File: config.mk
export PLATFORM = sky130hd
export DESIGN_NAME = mem_stage_pipe
export DESIGN_NICKNAME = d
export VERILOG_FILES = /design/src/rtl/mem_stage_pipe.sv
export SDC_FILE = /design/constraint.sdc
export NUM_CORES = 1
export LEC_CHECK = 0
export CORE_ASPECT_RATIO = 0.5
export CORE_UTILIZATION = 38
export CTS_CLUSTER_DIAMETER = 120
export DETAILED_ROUTE_END_ITERATION = 6
export PLACE_DENSITY = 0.86
export SYNTH_ARGS = -nofsm -noshare
export SYNTH_HDL_FRONTEND = slang
export SYNTH_SLANG_ARGS = --single-unit
File: constraint.sdc
create_clock -name clk -period 2.18 [get_ports clk]
set_input_delay 0.436 -clock clk [delete_from_list [all_inputs] [get_ports clk]]
set_output_delay 0.436 -clock clk [all_outputs]
set_load 0.05 [all_outputs]
File: src/rtl/mem_stage_pipe.sv
// Memory stage between execute and writeback: handshaked data port with byte lanes,
// sub-word load extraction, misalign/bus-timeout detection and the M/W register.
module mem_stage_pipe #(
  parameter int unsigned ADDR_W  = 32,
  parameter int unsigned REG_W   = 5,
  parameter int unsigned TIMEOUT = 16
) (
  input  logic              clk,
  input  logic              rst,
  input  logic              RegWriteM,
  input  logic [1:0]        ResultSrcM,
  input  logic              MemWriteM,
  input  logic              MemReadM,
  input  logic [2:0]        Funct3M,
  input  logic [ADDR_W-1:0] ALUResultM,
  input  logic [31:0]       WriteDataM,
  input  logic [REG_W-1:0]  RdM,
  input  logic [31:0]       PCPlus4M,
  output logic              mem_req,
  output logic              mem_we,
  output logic [ADDR_W-1:0] mem_addr,
  output logic [31:0]       mem_wdata,
  output logic [3:0]        mem_be,
  input  logic [31:0]       mem_rdata,
  input  logic              mem_ready,
  output logic              StallM,
  output logic              RegWriteW,
  output logic [1:0]        ResultSrcW,
  output logic [ADDR_W-1:0] ALUResultW,
  output logic [31:0]       ReadDataW,
  output logic [REG_W-1:0]  RdW,
  output logic [31:0]       PCPlus4W,
  output logic              MisalignW,
  output logic              BusErrW
);
  localparam int unsigned CNT_W = (TIMEOUT < 1) ? 1 : $clog2(TIMEOUT + 1);
  localparam bit          TO_EN = (TIMEOUT != 0);

  typedef enum logic {S_IDLE, S_WAIT} state_t;

  state_t           r_state;
  logic [CNT_W-1:0] r_cnt;

  logic        w_memop, w_load, w_misalign, w_req, w_timeout, w_buserr, w_stall, w_rd_done;
  logic [1:0]  w_off;
  logic [31:0] w_shifted, w_load_data;

  // Access classification and handshake control
  always_comb begin
    w_off      = ALUResultM[1:0];
    w_memop    = MemReadM | MemWriteM;
    w_load     = MemReadM & ~MemWriteM;
    w_misalign = ((Funct3M[1:0] == 2'b01) & w_off[0]) | (Funct3M[1] & (w_off != 2'b00));
    w_req      = ~rst & ((r_state == S_WAIT) | (w_memop & ~w_misalign));
    w_timeout  = TO_EN & (r_state == S_WAIT) & (r_cnt == CNT_W'(TIMEOUT));
    w_buserr   = w_req & ~mem_ready & w_timeout;
    w_stall    = w_req & ~mem_ready & ~w_timeout;
    w_rd_done  = w_req & mem_ready & w_load;
  end

  assign mem_req  = w_req;
  assign mem_we   = w_req & MemWriteM;
  assign mem_addr = {ALUResultM[ADDR_W-1:2], 2'b00};
  assign StallM   = w_stall;

  // Store lane steering; loads read the whole word
  always_comb begin
    mem_be    = 4'b1111;
    mem_wdata = WriteDataM;
    if (MemWriteM) begin
      case (Funct3M[1:0])
        2'b00: begin
          mem_be    = 4'b0001 << w_off;
          mem_wdata = {4{WriteDataM[7:0]}};
        end
        2'b01: begin
          mem_be    = 4'b0011 << w_off;
          mem_wdata = {2{WriteDataM[15:0]}};
        end
        default: mem_be = 4'b1111;
      endcase
    end
    if (!w_req) mem_be = 4'b0000;
  end

  // Sub-word load extraction with sign/zero extension
  always_comb begin
    w_shifted = mem_rdata >> {w_off, 3'b000};
    case (Funct3M[1:0])
      2'b00:   w_load_data = {{24{w_shifted[7] & ~Funct3M[2]}}, w_shifted[7:0]};
      2'b01:   w_load_data = {{16{w_shifted[15] & ~Funct3M[2]}}, w_shifted[15:0]};
      default: w_load_data = mem_rdata;
    endcase
  end

  always_ff @(posedge clk) begin
    if (rst) begin
      r_state <= S_IDLE;
      r_cnt   <= '0;
    end else begin
      case (r_state)
        S_IDLE: begin
          if (w_stall) begin
            r_state <= S_WAIT;
            r_cnt   <= CNT_W'(1);
          end
        end
        S_WAIT: begin
          if (w_stall) begin
            r_cnt <= r_cnt + CNT_W'(1);
          end else begin
            r_state <= S_IDLE;
            r_cnt   <= '0;
          end
        end
      endcase
    end
  end

  // M/W register: bubble while stalled, capture on every non-stalled cycle
  always_ff @(posedge clk) begin
    if (rst) begin
      RegWriteW  <= 1'b0;
      ResultSrcW <= '0;
      ALUResultW <= '0;
      ReadDataW  <= '0;
      RdW        <= '0;
      PCPlus4W   <= '0;
      MisalignW  <= 1'b0;
      BusErrW    <= 1'b0;
    end else if (w_stall) begin
      RegWriteW <= 1'b0;
      MisalignW <= 1'b0;
      BusErrW   <= 1'b0;
    end else begin
      RegWriteW  <= RegWriteM & ~(w_memop & w_misalign) & ~w_buserr;
      ResultSrcW <= ResultSrcM;
      ALUResultW <= ALUResultM;
      ReadDataW  <= w_rd_done ? w_load_data : 32'h0;
      RdW        <= RdM;
      PCPlus4W   <= PCPlus4M;
      MisalignW  <= w_memop & w_misalign;
      BusErrW    <= w_buserr;
    end
  end
endmodule

---- Yosys cells after proc, flatten, opt, wreduce, memory -nomap -nowiden ----
Cells that the tools add are included.
storage, ports and cells
  input port bits ......................... 144
  output and inout port bits .............. 177
  logic and storage cells ................. 60
  register bits after elaboration ......... 112
operators by class
  shift-type cells ........................ 3
  eq/ne operators ......................... 3
  add/subtract/negate cells ............... 1
  reductions and logical operators ........ 3
  bitwise logic cells ..................... 29
  muxes and demuxes ....................... 11
operators by type and width
  cell                                                  count
  case mux 32 bit (2 select lines)                      2
  two-way mux 32 bit                                    2
  >> shifter 32 x 5 -> 16 bit                           1
  AND 1 bit                                             17
  two-way mux 5 bit                                     2
  case mux 5 bit (2 select lines)                       1
  inverter 1 bit                                        9
  two-way mux 4 bit                                     2
  case mux 4 bit (2 select lines)                       1
  adder 5 x 1 -> 5 bit (second input constant)          1
  equality test 5 bit (second input constant)           1
  left shift 1 x 2 -> 4 bit (first input constant)      1
  left shift 2 x 2 -> 4 bit (first input constant)      1
  OR 1 bit                                              3
  equality test 2 x 1 -> 1 bit (second input constant)  1
  logical NOT 2 bit                                     1
  != test 2 bit (second input constant)                 1
  nonzero test 2 bit                                    1
  OR reduction 2 bit                                    1
  two-way mux 1 bit                                     1

---- Logic depth before layout (Yosys ltp) ----
  depth after elaboration ................. 11
  gate-level depth with buffers ........... 8
  depth with buffers taken out ............ 5

---- Worst setup path before layout ----
No wires, ideal clock.
  path kind ............................... in2out
  start ................................... input port Funct3M[0]
  end ..................................... output port mem_wdata[29]
  path buffers ............................ 2
  required time ........................... 1.744 ns
  path slack .............................. -0.437 ns
  data arrival time ....................... 2.181 ns
  cell stages on the path ................. 4
  cell sequence ........................... buf_2 > clkbuf_1 > mux2i_1 > o21ai_0
on the way
  cells in the longest elaborated chain, start to end .. 3
  elaborated cells on any way between the ends .. 4
  classes of those cells .................. eq/ne (1); mux (2); reduce/logical (1)
RTL lines
  element                                                            line  source
  from (decl)                                                        14    input logic [2:0] Funct3M,
  equality test 2 x 1 -> 1 bit or logical NOT 2 bit (tied branches)  71    case (Funct3M[1:0])
  case mux 32 bit (2 select lines) *                                 71
  two-way mux 32 bit *                                               70    if (MemWriteM) begin
  to (decl)                                                          22    output logic [31:0] mem_wdata,
Mark *: on every way between the ends. The rest lies on a longest branch, timed or not.

---- Worst setup path after layout ----
  start ................................... input port ALUResultM[0]
  end ..................................... output port mem_be[2]
on the way
  cells in the longest elaborated chain, start to end .. 8
  elaborated cells on any way between the ends .. 13
  classes of those cells .................. shift (2); mux (3); bitwise (7); reduce/logical (1)
RTL lines
  element              line  source
  from (decl)          15    input logic [ADDR_W-1:0] ALUResultM,
  nonzero test 2 bit   53    w_misalign = ((Funct3M[1:0] == 2'b01) & w_off[0]) | (Funct3M[1] & (w_off != 2'b00));
  AND 1 bit            53
  OR 1 bit             53
  inverter 1 bit       54    w_req = ~rst & ((r_state == S_WAIT) | (w_memop & ~w_misalign));
  AND 1 bit            54
  OR 1 bit             54
  AND 1 bit            54
  two-way mux 4 bit *  83    if (!w_req) mem_be = 4'b0000;
  to (decl)            23    output logic [3:0] mem_be,
Marks and branches as above.

==> results.yml <==
status:
  outcome: "completed"
timing:
  final-setup-viol-count: 0
  crit_share_post_route: 0.991
  final-hold-violation-count: 0
  maximum_clock_rate_mhz: 463
  worst_pin_slew_ns: 0.587
  maxSlewHeadroom: 0.607
  finalClockSkew_ns: 0.00843
  final-max-slew-violation-count: 0
  timing.final.crit_period_ns: 2.16
  setup-tns-final_ns: 0
final_layout:
  n_antenna_cell: 0
  final_area_sq_um: 9790
  utilization: 0.707
  finalNetCount: 1108
  drive_above_1_share: 0.170
  area.growth.synth_to_final_pct: 77.8
  layout.cells.most_common_list: "242 x sky130_fd_sc_hd__clkdlybuf4s50_1, 112 x sky130_fd_sc_hd__nand2_1, 109 x sky130_fd_sc_hd__dfxtp_1"
  final_common_cell: "sky130_fd_sc_hd__clkdlybuf4s50_1"
logic_synthesis:
  post_synth.cell_area_avg_sq_um: 8.05
  muxShareOfSynthArea: 0.0514
  synth_area_in_compound_gates: 0.208
  synth.distinct_cells: 48
  synth_adder_area_share: 0.00454
  ys_seq_area_frac: 0.407
  yosysWarnings: 0
  post_synthesis_sequential_element_count: 112
  yosys.area_share.simple: 0.219
  synth_top_family_by_area: "simple AND/OR/NAND/NOR gates"
  most_common_flop_cell_mapped_by_yosys: "sky130_fd_sc_hd__dfxtp_1"
  synthXorXnorAreaFrac: 0.00159
  gate_count_after_technology_mapping: 684
  edff_count_synth: 0
  mappedNetlistArea_sq_um: 5510
  async_reset_ff_frac: 0
worst_setup_path:
  critPathKind: "input port to primary output"
  critical_path_arrival_ns: 1.73
  crit-reg2reg-capture: "ALUResultW[4]"
  worst-r2r-setup-slack_ns: 0.14
  worst-r2r-cell-count: 6
  critPathLaunch: "ALUResultM[0]"
  reg2reg_from: "r_cnt[4]"
  crit_path_end: "mem_be[2]"
  worst-endpoint-required_ns: 1.74
  critical_path_peak_fanout: 6
  startpoint_type: "input port"
  end_kind: "primary output"
route:
  post_drt_antenna_nets: 0
  dr.first_iter.drc_count: 409
  vias_per_cell: 5.28
  drt_wl_total_microns: 20300
  drc_viols: 0
  dr_total_vias: 6111
  wl_per_cell_microns: 17.6
  detail_route.first_pass.iterations: 5
hold_path:
  timing.hold.worst.class: "input port to register"
clock_tree:
  clk_path_buf_depth: 2
  cts_root_buf: "sky130_fd_sc_hd__clkbuf_16"
  tritoncts: "built"
  clock_sink_count: 112
  clk_pin_slew_worst_paths_ns: 0.08
  clk_latency_ns: 0.34
  cts_bufs_inserted: 9
  cts.htree.levels: 3
placement:
  io_buffers: 318
  place.gp.congestion: 0.804
  dpl-instance-area_sq_um: 9420
  dp_hpwl_microns: 15300
power:
  power.density_cell_area_nw_per_um2: 606
  total_power_mw: 5.93
  p_leak_nw: 3.82
  ir_drop_v: 0.000469
grt:
  grt_start_max_net_pins: 55
  grt_antenna_before_repair: 0
  grt_use_total: 0.257
  grt_pass1_wl_microns: 30400
  gr-total-overflow: 0
  vias_in_the_first_global_route: 5970
job:
  drv.max_cap_violation_count: 0
floorplanning:
  starting_density: 0.398
  standard_cell_core_area_sq_um: 13900
  placementRows: 30
  dieHeight_microns: 87.1
  ioPinCount: 321
  die-area_sq_um: 15000
  die_w_microns: 172
## layout make-up
type,instances,area [sq um]
clock buffer,9,225
tap,192,240
inverter,5,18.8
sequential,112,2250
multi-input combinational,470,2780
clock inverter,6,52.6
timing repair buffer,364,4230
fill,987,4060
## cell families (layout without fill, tap and decap cells)
kind of cell / count (synthesis) / count (layout)
AND/OR/NAND/NOR: 262 / 262
AO/OA/AOI/OAI: 177 / 177
flip-flops: 112 / 112
buffers and inverters: 103 / 384
multiplexers: 26 / 26
adder cells (fa/ha/maj): 2 / 2
other: 1 / 2
XOR/XNOR: 1 / 1
## Yosys cell counts, types with 2 or more instances
cell type                     n  area (sq um)
sky130_fd_sc_hd__nand2b_1     9          56.3
sky130_fd_sc_hd__buf_2       11          55.1
sky130_fd_sc_hd__o2bb2ai_1   24           210
sky130_fd_sc_hd__clkbuf_1    37           139
sky130_fd_sc_hd__nor2b_1     14          87.6
sky130_fd_sc_hd__a22oi_1     16           120
sky130_fd_sc_hd__dfxtp_1    112          2240
sky130_fd_sc_hd__buf_4       42           315
sky130_fd_sc_hd__ha_1         2          25.0
sky130_fd_sc_hd__clkbuf_2     2          10.0
sky130_fd_sc_hd__o311ai_0     3          26.3
sky130_fd_sc_hd__a311o_1      2          20.0
sky130_fd_sc_hd__nor3_1       2          10.0
sky130_fd_sc_hd__nor2_2       2          12.5
sky130_fd_sc_hd__o21ai_0     81           405
sky130_fd_sc_hd__or2_2        2          12.5
sky130_fd_sc_hd__inv_1        5          18.8
sky130_fd_sc_hd__mux2_2       8          90.1
sky130_fd_sc_hd__nor2_1      20          75.1
sky130_fd_sc_hd__nand2_1    112           420
sky130_fd_sc_hd__o211ai_1     2          15.0
sky130_fd_sc_hd__nand3_1     92           460
sky130_fd_sc_hd__buf_6        4          45.0
sky130_fd_sc_hd__o31ai_1     16           120
sky130_fd_sc_hd__a21o_1       2          15.0
sky130_fd_sc_hd__a21oi_1     23           115
sky130_fd_sc_hd__mux2i_1     17           170
sky130_fd_sc_hd__buf_1        2          7.51
## critical path, cell delays in order
cell                              delay, ns
sky130_fd_sc_hd__clkdlybuf4s15_2       0.24
sky130_fd_sc_hd__a21o_1                0.19
sky130_fd_sc_hd__a311o_2               0.50
sky130_fd_sc_hd__a21oi_4               0.20
sky130_fd_sc_hd__buf_12                0.16
## sequential cells by signal (all words and copies together) (netlist names)
name and cells:
r_cnt 5, ALUResultW 32, PCPlus4W 32, ResultSrcW 2, BusErrW 1, MisalignW 1
RegWriteW 1, ReadDataW 32, r_state 1, RdW 5
## power by group
| group | switching [mW] | internal (mW) | total, mW |
|---|---|---|---|
| Clock | 0.778 | 0.787 | 1.56 |
| Sequential | 0.0591 | 2.16 | 2.22 |
| Combinational | 1.25 | 0.899 | 2.15 |
| Total | 2.09 | 3.84 | 5.93 |
## what timing repair did
action | 4_1_cts | 5_1_grt
setup buffers | 1 | 2
gates resized for setup | 22 | 13
setup endpoints to repair | 37 | 5
hold buffers | 0 | 0
cloned | 0 | 0
endpoints found under the hold margin | 0 | 0
pin swaps | 4 | 4
## routing by layer
| layer | global-route usage | wire length, microns | vias to the layer above |
|---|---|---|---|
| li1 | - | - | 2919 |
| met1 | 0.295 | 8170 | 2930 |
| met2 | 0.467 | 10500 | 221 |
| met3 | 0.0609 | 1220 | 41 |
| met4 | 0.0990 | 498 | 0 |
| met5 | 0 | 0 | - |
## how the worst min path moves through the flow
| stage | from | to | slack (ns) | cells past startpoint |
|---|---|---|---|---|
| 5_1_grt | rst | ALUResultW[31] | 0.41 | 2 |
| 3_3_place_gp | RdW[4] | RdW[4] | 0.45 | 2 |
| 4_1_cts | ReadDataW[17] | ReadDataW[17] | 0.47 | 1 |
| 6_report | rst | ALUResultW[31] | 0.41 | 2 |
| 3_5_place_dp | ReadDataW[17] | ReadDataW[17] | 0.45 | 1 |
| 2_1_floorplan | r_cnt[1] | r_cnt[1] | 0.48 | 2 |
## through the flow
| step | instances | hold WS [ns] | setup WS (ns) |
|---|---|---|---|
| floorplan | 685 | 0.482 | -0.231 |
| global placement | 1140 | 0.450 | -0.341 |
| detailed placement | 1140 | 0.445 | -0.363 |
| CTS | 1156 | 0.468 | 0.000472 |
| global route | 1158 | 0.410 | -0.00170 |
| finish | 1158 | 0.410 | 0.0190 |
(Power assumes the default switching activity.)
